**config.mk**
```make
export PLATFORM = sky130hd
export DESIGN_NAME = wb_obi_bridge
export DESIGN_NICKNAME = d
export VERILOG_FILES = /design/src/rtl/wb_obi_pkg.sv /design/src/rtl/wb_obi_timeout.sv /design/src/rtl/wb_obi_bridge.sv
export SDC_FILE = /design/constraint.sdc
export NUM_CORES = 1
export LEC_CHECK = 0
export ABC_AREA = 1
export ABC_CLOCK_PERIOD_IN_PS = 1650
export BUFFER_PORTS_ARGS = -buffer_cell sky130_fd_sc_hd__buf_4
export CORE_MARGIN = 2
export CORE_UTILIZATION = 48
export CTS_CLUSTER_DIAMETER = 120
export DETAILED_ROUTE_END_ITERATION = 12
export PLACE_DENSITY = 0.87
export SLEW_MARGIN = 25
export SYNTH_ARGS = -nofsm -noshare
export SYNTH_HDL_FRONTEND = slang
export SYNTH_SLANG_ARGS = --single-unit
```
**constraint.sdc**
```tcl
create_clock -name clk_i -period 1.65 [get_ports clk_i]
set_input_delay 0.0825 -clock clk_i [delete_from_list [all_inputs] [get_ports clk_i]]
set_output_delay 0.0825 -clock clk_i [all_outputs]
set_load 0.1 [all_outputs]
```
**src/rtl/wb_obi_pkg.sv**
```systemverilog
// Shared types and constants for the Wishbone-to-OBI responder bridge.
// Latency: n/a (declarations only).
// Backpressure: n/a (declarations only).
package wb_obi_pkg;

  // Raw state encodings, kept as plain constants for legacy users of the codes.
  localparam logic [2:0] ST_IDLE  = 3'd0;
  localparam logic [2:0] ST_REQ   = 3'd1;
  localparam logic [2:0] ST_RESP  = 3'd2;
  localparam logic [2:0] ST_ACK   = 3'd3;
  localparam logic [2:0] ST_DRAIN = 3'd4;

  typedef enum logic [2:0] {
    IDLE  = ST_IDLE,
    REQ   = ST_REQ,
    RESP  = ST_RESP,
    ACK   = ST_ACK,
    DRAIN = ST_DRAIN
  } state_e;

  // Read data returned alongside a WB error when the OBI side does not answer.
  localparam logic [31:0] ERR_RDATA_DEFAULT = 32'hDEADBEEF;

endpackage

```
**src/rtl/wb_obi_timeout.sv**
```systemverilog
// Watchdog counter: cleared while idle, counts while enabled, flags the last allowed cycle.
// Latency: expired is combinational from the counter register (valid in the cycle it applies to).
// Backpressure: none; the owner decides what an expiry means.
module wb_obi_timeout #(
  parameter int unsigned TIMEOUT_CYCLES = 255
) (
  input  logic clk_i,
  input  logic rst_ni,
  input  logic clr,
  input  logic en,
  output logic expired
);

  if (TIMEOUT_CYCLES == 0) begin : g_off
    // Timeout disabled: no counter at all.
    logic unused_inputs;
    assign unused_inputs = clk_i ^ rst_ni ^ clr ^ en;
    assign expired = 1'b0;
  end else begin : g_on
    localparam int unsigned   CW   = $clog2(TIMEOUT_CYCLES + 1);
    localparam logic [CW-1:0] LAST = CW'(TIMEOUT_CYCLES - 1);
    localparam logic [CW-1:0] TOP  = CW'(TIMEOUT_CYCLES);

    logic [CW-1:0] cnt_q;

    // Count enabled cycles, saturating so a late grant cannot wrap the budget.
    always_ff @(posedge clk_i or negedge rst_ni) begin
      if (!rst_ni) begin
        cnt_q <= '0;
      end else if (clr) begin
        cnt_q <= '0;
      end else if (en && (cnt_q != TOP)) begin
        cnt_q <= cnt_q + CW'(1);
      end
    end

    // Once the budget is used up it stays used up, so a grant that just beat the
    // deadline leaves no further slack for the response wait.
    assign expired = en && (cnt_q >= LAST);
  end

endmodule

```
**src/rtl/wb_obi_bridge.sv**
```systemverilog
// Wishbone-classic responder issuing one OBI initiator transfer per WB cycle, with watchdog.
// Latency: ack 3 cycles after stb at best; +1 per gnt or rvalid wait cycle; error after TIMEOUT_CYCLES.
// Backpressure: WB stalls (no ack) until the OBI side grants and responds; one transfer outstanding.
module wb_obi_bridge
  import wb_obi_pkg::*;
#(
  parameter int unsigned ADDR_WIDTH     = 32,
  parameter int unsigned TIMEOUT_CYCLES = 255,
  parameter logic [31:0] ERR_RDATA      = ERR_RDATA_DEFAULT
) (
  input  logic                  clk_i,
  input  logic                  rst_ni,
  input  logic                  wb_cyc_i,
  input  logic                  wb_stb_i,
  input  logic                  wb_we_i,
  input  logic [ADDR_WIDTH-1:0] wb_addr_i,
  input  logic [3:0]            wb_sel_i,
  input  logic [31:0]           wb_wdata_i,
  output logic                  wb_ack_o,
  output logic                  wb_err_o,
  output logic [31:0]           wb_rdata_o,
  output logic                  obi_req_o,
  input  logic                  obi_gnt_i,
  output logic [ADDR_WIDTH-1:0] obi_addr_o,
  output logic                  obi_we_o,
  output logic [3:0]            obi_be_o,
  output logic [31:0]           obi_wdata_o,
  input  logic                  obi_rvalid_i,
  input  logic [31:0]           obi_rdata_i
);

  state_e      state_q, state_d;
  logic        abort_q, abort_d;
  logic        obi_req_d;
  logic        ack_d, err_d;
  logic [31:0] rdata_d;
  logic        latch_req;
  logic        tmo_fire;
  logic        abort_now;
  logic        tmo_clr, tmo_en, tmo_expired;

  // A master that has dropped cyc this cycle counts as aborted even before the flag lands.
  assign abort_now = abort_q | ~wb_cyc_i;
  assign tmo_clr   = (state_q == IDLE);
  assign tmo_en    = (state_q == REQ) || (state_q == RESP);

  wb_obi_timeout #(
    .TIMEOUT_CYCLES(TIMEOUT_CYCLES)
  ) u_timeout (
    .clk_i  (clk_i),
    .rst_ni (rst_ni),
    .clr    (tmo_clr),
    .en     (tmo_en),
    .expired(tmo_expired)
  );

  // Next-state and response decode for the single-outstanding transfer FSM.
  always_comb begin
    state_d   = state_q;
    abort_d   = abort_q;
    obi_req_d = obi_req_o;
    ack_d     = 1'b0;
    err_d     = 1'b0;
    rdata_d   = wb_rdata_o;
    latch_req = 1'b0;
    tmo_fire  = 1'b0;

    case (state_q)
      IDLE: begin
        abort_d = 1'b0;
        if (wb_cyc_i && wb_stb_i) begin
          latch_req = 1'b1;
          obi_req_d = 1'b1;
          state_d   = REQ;
        end
      end

      REQ: begin
        if (!wb_cyc_i) abort_d = 1'b1;
        // A grant on the expiry edge still wins.
        if (obi_gnt_i) begin
          obi_req_d = 1'b0;
          state_d   = RESP;
        end else if (tmo_expired) begin
          // Request stays up: the OBI transfer must still be granted and drained.
          tmo_fire = 1'b1;
          state_d  = DRAIN;
        end
      end

      RESP: begin
        if (!wb_cyc_i) abort_d = 1'b1;
        if (obi_rvalid_i) begin
          // Loaded for writes too; the master ignores it then.
          rdata_d = obi_rdata_i;
          if (abort_now) begin
            state_d = IDLE;
          end else begin
            ack_d   = 1'b1;
            state_d = ACK;
          end
        end else if (tmo_expired) begin
          tmo_fire = 1'b1;
          state_d  = DRAIN;
        end
      end

      ACK: begin
        // The master drops stb on seeing ack, so nothing is sampled here.
        state_d = IDLE;
      end

      DRAIN: begin
        // Finish the orphaned OBI transfer silently; obi_req_o tells which phase is left.
        if (obi_req_o) begin
          if (obi_gnt_i) obi_req_d = 1'b0;
        end else if (obi_rvalid_i) begin
          state_d = IDLE;
        end
      end

      default: begin
        obi_req_d = 1'b0;
        state_d   = IDLE;
      end
    endcase

    // An aborted master gets no error, only the silent drain.
    if (tmo_fire && !abort_now) begin
      err_d   = 1'b1;
      rdata_d = ERR_RDATA;
    end
  end

  // FSM state, abort flag and WB response registers.
  always_ff @(posedge clk_i or negedge rst_ni) begin
    if (!rst_ni) begin
      state_q    <= IDLE;
      abort_q    <= 1'b0;
      obi_req_o  <= 1'b0;
      wb_ack_o   <= 1'b0;
      wb_err_o   <= 1'b0;
      wb_rdata_o <= '0;
    end else begin
      state_q    <= state_d;
      abort_q    <= abort_d;
      obi_req_o  <= obi_req_d;
      wb_ack_o   <= ack_d;
      wb_err_o   <= err_d;
      wb_rdata_o <= rdata_d;
    end
  end

  // OBI request fields only change when a new WB request is accepted.
  always_ff @(posedge clk_i or negedge rst_ni) begin
    if (!rst_ni) begin
      obi_addr_o  <= '0;
      obi_we_o    <= 1'b0;
      obi_be_o    <= '0;
      obi_wdata_o <= '0;
    end else if (latch_req) begin
      obi_addr_o  <= wb_addr_i;
      obi_we_o    <= wb_we_i;
      obi_be_o    <= wb_sel_i;
      obi_wdata_o <= wb_wdata_i;
    end
  end

endmodule
```
Word level (Yosys, flattened, before mapping)
Cells that the tools add are included.
{ "totals": {"regBits": 116, "latch_bits": 0, "ramBits": 0, "mem_bits_ro": 0, "out_inout_bits": 104, "memories": 0} }
{ "op_classes": {"add_sub_neg": 1, "n_mul": 0, "div": 0, "order_cmp": 1, "eq_ne": 10, "shifts": 0, "n_mux": 30, "bitwise": 3, "reduce_logical": 17} }
{ "op_table": {"columns": ["operator", "count"], "rows": [
  ["2-to-1 mux 32 bit", 3],
  ["2-to-1 mux 3 bit", 6],
  ["2-to-1 mux 8 bit", 2],
  ["2-to-1 mux 1 bit", 14],
  ["one-hot mux 3 bit (4 select lines)", 1],
  ["adder 8 x 1 -> 8 bit, second input constant", 1],
  [">= comparator 8 bit, second input constant", 1],
  ["inequality test 2 bit, second input constant", 4],
  ["inequality test 8 bit, second input constant", 1],
  ["nonzero test 2 bit", 4],
  ["equality test 3 x 2 -> 1 bit, second input constant", 2],
  ["AND reduction 3 bit", 2],
  ["logical AND 1 bit", 4],
  ["one-hot mux 1 bit (2 select lines)", 2],
  ["one-hot mux 1 bit (4 select lines)", 1],
  ["AND reduction 2 bit", 2],
  ["OR reduction 2 bit", 2],
  ["equality test 3 x 1 -> 1 bit, second input constant", 1],
  ["equality test 3 bit, second input constant", 1],
  ["zero test 3 bit", 1],
  ["2-to-1 mux 2 bit", 1],
  ["inequality test 2 x 1 -> 1 bit, second input constant", 1],
  ["inverter 1 bit", 2],
  ["zero test 1 bit", 1],
  ["2 further kinds", 2]
]} }

Logic depth before layout (Yosys ltp)
{ "depth": {"word_depth": 9, "mapped_depth": 10} }

Hierarchy
Synthesis repeated with hierarchy kept, for this count alone.
{ "hier_totals": {"cells_unflattened": 611, "hier_area_um2": 5385.2} }
{ "by_module_without_submodules": {"columns": ["mod", "n_inst", "cells_each", "area_each_um2"], "rows": [
  ["wb_obi_bridge", 1, 536, 4857.2],
  ["wb_obi_timeout", 1, 75, 528.0]
]} }

Worst setup path before layout
No wires, ideal clock.
{ "synth_path": {"kind": "reg-to-reg", "from": "register obi_req_o", "to": "register obi_req_o", "arrival_ns": 1.362, "t_required_ns": 1.567, "path_slack_ns": 0.205, "stages_incl_launch_ff": 5, "path_buffers": 0, "synth_period_minus_slack_ns": 1.445, "path_cell_list": "dfrtp_1 > nand2_1 > o21ai_0 > nand2_1 > o21ai_0"} }
{ "synth_via": {"elab_chain_len": 2} }
{ "synth_lines": {"columns": ["element", "line_no", "rtl"], "rows": [
  ["from (decl)", "wb_obi_bridge.sv:22", "output logic obi_req_o,"],
  ["from (signal assigned)", "wb_obi_bridge.sv:147", "obi_req_o <= obi_req_d;"],
  ["2-to-1 mux 1 bit", "wb_obi_bridge.sv:115", "if (obi_req_o) begin"],
  ["one-hot mux 1 bit (4 select lines)", "wb_obi_bridge.sv:68", "case (state_q)"]
]} }
Every way passes these cells.
A chain may end at the register's enable or synchronous reset.

Final worst setup path
{ "layout_path": {"from": "register state_q[0]", "to": "register wb_rdata_o[24]"} }
{ "layout_via": {"elab_chain_len": 9, "word_cells_on_any_way": 13} }
{ "layout_lines": {"columns": ["element", "line_no", "rtl"], "rows": [
  ["from (decl)", "wb_obi_bridge.sv:32", "state_e state_q, state_d;"],
  ["from (signal assigned)", "wb_obi_bridge.sv:145", "state_q <= state_d;"],
  ["equality test 3 x 1 -> 1 bit / equality test 3 x 2 -> 1 bit (equally long branches)", "wb_obi_bridge.sv:45, wb_obi_bridge.sv:68", null],
  ["logical OR 1 bit", "wb_obi_bridge.sv:45", "assign tmo_en = (state_q == REQ) || (state_q == RESP);"],
  ["logical AND 1 bit", "wb_obi_timeout.sv:39", "assign expired = en && (cnt_q >= LAST);"],
  ["2-to-1 mux 1 bit", "wb_obi_bridge.sv:84, wb_obi_bridge.sv:102", null],
  ["2-to-1 mux 1 bit (on tied branches)", "wb_obi_bridge.sv:93, wb_obi_bridge.sv:81", null],
  ["one-hot mux 1 bit (2 select lines)", "wb_obi_bridge.sv:68", null],
  ["logical AND 1 bit", "wb_obi_bridge.sv:129", "if (tmo_fire && !abort_now) begin"],
  ["nonzero test 2 bit (no line)", null, null],
  ["AND reduction 2 bit (no line)", null, null],
  ["to (signal assigned)", "wb_obi_bridge.sv:150", "wb_rdata_o <= rdata_d;"],
  ["to (decl)", "wb_obi_bridge.sv:21", "output logic [31:0] wb_rdata_o,"]
]} }
Parallel ways exist; a longest one is shown, timed or not.

==> metrics.md <==
| Metric | Value |
|---|---|
| Clk_skew | 12.81 ps |
| Pin count of the biggest net entering global routing | 70 |
| Starting density of the core | 49.01% |
| Required time of the worst setup path | 2050 ps |
| Area grow syn2layout | 68.21% |
| Slew Viols, Final | 0 |
| CTS Buf Count | 17 |
| CP Launch Type | flop |
| Share of cells above drive strength 1 | 29.64% |
| Critical Path Slowest Stage Cell | dfrtp_1 |
| Port bufs | 210 |
| Final non-filler cell total | 1074 |
| Cell Chain, Critical Path | inv_1 -> nand3_4 -> inv_2 -> nand2_1 -> nand2_1 -> nand3_4 -> nand2_1 -> inv_1 |
| Hold Path Class | input pin to asynchronous set/reset pin |
| Commonest cells after routing, fill and taps aside | 255 x nand2_1, 220 x buf_4, 115 x dfrtp_1 |
| GRT Total Usage | 30.97% |
| CTS root buf | clkbuf_8 |
| Row count | 37 |
| Wirelength per Cell | 16.44 um |
| First-pass GRT wire length | 27350 um |
| Final WL | 17650 um |
| Detailed Route Iter0 Violations | 452 |
| Seq/Total Area, Yosys | 57.63% |
| Die X-Extent | 106.4 um |
| Initial antenna violation count | 0 |
| Filler instances | 592 |
| Uppermost layer routed | met4 |
| Final period util | 95.66% |
| Fmax | 633.6 MHz |
| Met3 wire len | 1011 um |
| Nets | 1035 |
| Mean area per synthesized cell | 8.354 sq um |
| GP Congestion | 0.8459 |
| Syn Nets | 712 |
| CP Data Arrival Time | 1980 ps |
| Vias in the first global route | 5615 |
| Drt pass-1 iters | 8 |
| Antenna Nets Post-Route | 0 |
| DRC Markers | 0 |
| Mapped Area | 5037 sq um |
| Clock-pin slew on the worst setup and hold paths | 50 ps |
| CTS tree | built |
| Yosys warns | 0 |
| Metal1 wirelength | 6298 um |
| Vias per inst | 5.152 |
| Slew headroom | 62.62% |
| Setup Viol. Count Final | 0 |
| GRT Residual Overflow | 0 |
| Netlist cell types | 26 |
| DP Cell Count | 931 |
| Worst-path fanout max | 9 |
| H-tree Lvls | 4 |
| DR vias | 5533 |
| TNS Setup | 0 ps |
| Placed wire-length estimate | 9640 um |
| CP max stage delay | 440 ps |
| # clock sinks | 116 |
| Critical Path Sink Type | flop |
| Clk_lat worst skew | 520 ps |
| CTS max path bufs | 2 |
| Critical path class | flop to flop |
| Die Area | 11330 sq um |
| Outcome | complete, no violations |
| Number of buffers and inverters on the critical path | 3 |
| Ports | 211 |
| Tmin final | 1578 ps |
| Commonest non-fill, non-tap cell in the layout | nand2_1 |
| Core ar. | 10280 sq um |
| Mapped Cells | 603 |
| Die Ht | 106.4 um |
| CP top delay family | simple AND/OR/NAND/NOR gates |
| Ant. Diodes | 0 |
| Routed wl met2 | 9552 um |
| Synth Register Bits | 116 |
| Final hold vios | 0 |
| Worst-margin pin slew | 560.0 ps |
| Most frequent CP cell | nand2_1 |
| Maxcap violations | 0 |
## kinds of logic after synthesis
kind of cell	share of synthesized area (%)
fa+ha+maj	0.4967
compound gates	2.210
buf+inv	6.880
xor+xnor	0.3478
flops	57.63
simple gates	32.44
## path summary, 6_finish.rpt
kind / start / to / slack [ps] / cells after the start
max in group asynchronous: rst_ni / u_timeout.g_on.cnt_q[1]$_DFFE_PN0P_ / 910 / 3
min in group clk_i: wb_cyc_i / abort_q$_DFFE_PN0P_ / 90 / 4
min: rst_ni / obi_addr_o[12]$_DFFE_PN0P_ / 80 / 2
max reg2reg: state_q[0]$_DFFE_PN0P_ / wb_rdata_o[24]$_DFFE_PN0P_ / 70 / 8
max: state_q[0]$_DFFE_PN0P_ / wb_rdata_o[24]$_DFFE_PN0P_ / 70 / 8
min reg2reg: obi_wdata_o[6]$_DFFE_PN0P_ / obi_wdata_o[6]$_DFFE_PN0P_ / 470 / 2
## routing by layer
metal  vias up  track usage (%)
li1       2537                -
met5         -                0
met3        75            7.051
met2       296            57.19
met1      2625            32.76
met4         0            15.96
## state kept, by name (all words and copies together), names as in the netlist
| signal | cells |
|---|---|
| abort_q | 1 |
| obi_we_o | 1 |
| obi_be_o | 4 |
| obi_addr_o | 32 |
| wb_err_o | 1 |
| obi_wdata_o | 32 |
| obi_req_o | 1 |
| u_timeout.g_on.cnt_q | 8 |
| wb_rdata_o | 32 |
| wb_ack_o | 1 |
| state_q | 3 |
## synth_stat cells, drive strengths merged
| cell | n | area, sq um |
|---|---|---|
| o21ai | 16 | 80.07 |
| inv | 47 | 176.4 |
| ha | 2 | 25.02 |
| buf | 25 | 151.4 |
| o211ai | 2 | 15.01 |
| or2 | 1 | 6.260 |
| nand3 | 80 | 430.4 |
| nor2 | 39 | 180.2 |
| nand2 | 258 | 973.4 |
| dfrtp | 116 | 2903 |
| xor2 | 2 | 17.52 |
| a21oi | 2 | 10.01 |
| o22ai | 1 | 6.260 |
| nand4 | 7 | 43.79 |
| clkbuf | 5 | 18.77 |
## cell type report
type | instances | area [sq um] | share of cell area, %
Sequential cell | 116 | 2904 | 34.27
Timing Repair Buffer | 331 | 2795 | 32.99
Multi-Input combinational cell | 413 | 1856 | 21.90
Clock buffer | 21 | 439.2 | 5.183
Inverter | 47 | 176.4 | 2.082
Tap cell | 136 | 170.2 | 2.008
Clock inverter | 10 | 132.6 | 1.565
## metrics by stage
| stage | setup slack [ps] | util, % | instance area (sq um) | hold WS (ps) |
|---|---|---|---|---|
| after floorplan | 205.2 | - | 5037 | -213.1 |
| after global placement | 90.63 | 65.60 | 6741 | 62.97 |
| after detailed placement | -22.11 | 65.60 | 6741 | 79.36 |
| after CTS | 2.948 | 81.65 | 8392 | 42.98 |
| after global routing | -1.108 | 82.44 | 8473 | 102.9 |
| final | 71.68 | 82.44 | 8473 | 78.86 |
## timing repair
action                     4_1_cts  5_1_grt
buffers inserted                 0        3
cloned                           1        2
hold endpoints to repair       219        0
pin swaps                        0        1
hold buffers                   106        0
gates resized for setup          1       12
setup endpoints to repair       11       73
Power is left out: the tool's default activity adds up to more than one toggle a clock period on the data nets, which glitch-free logic cannot reach.
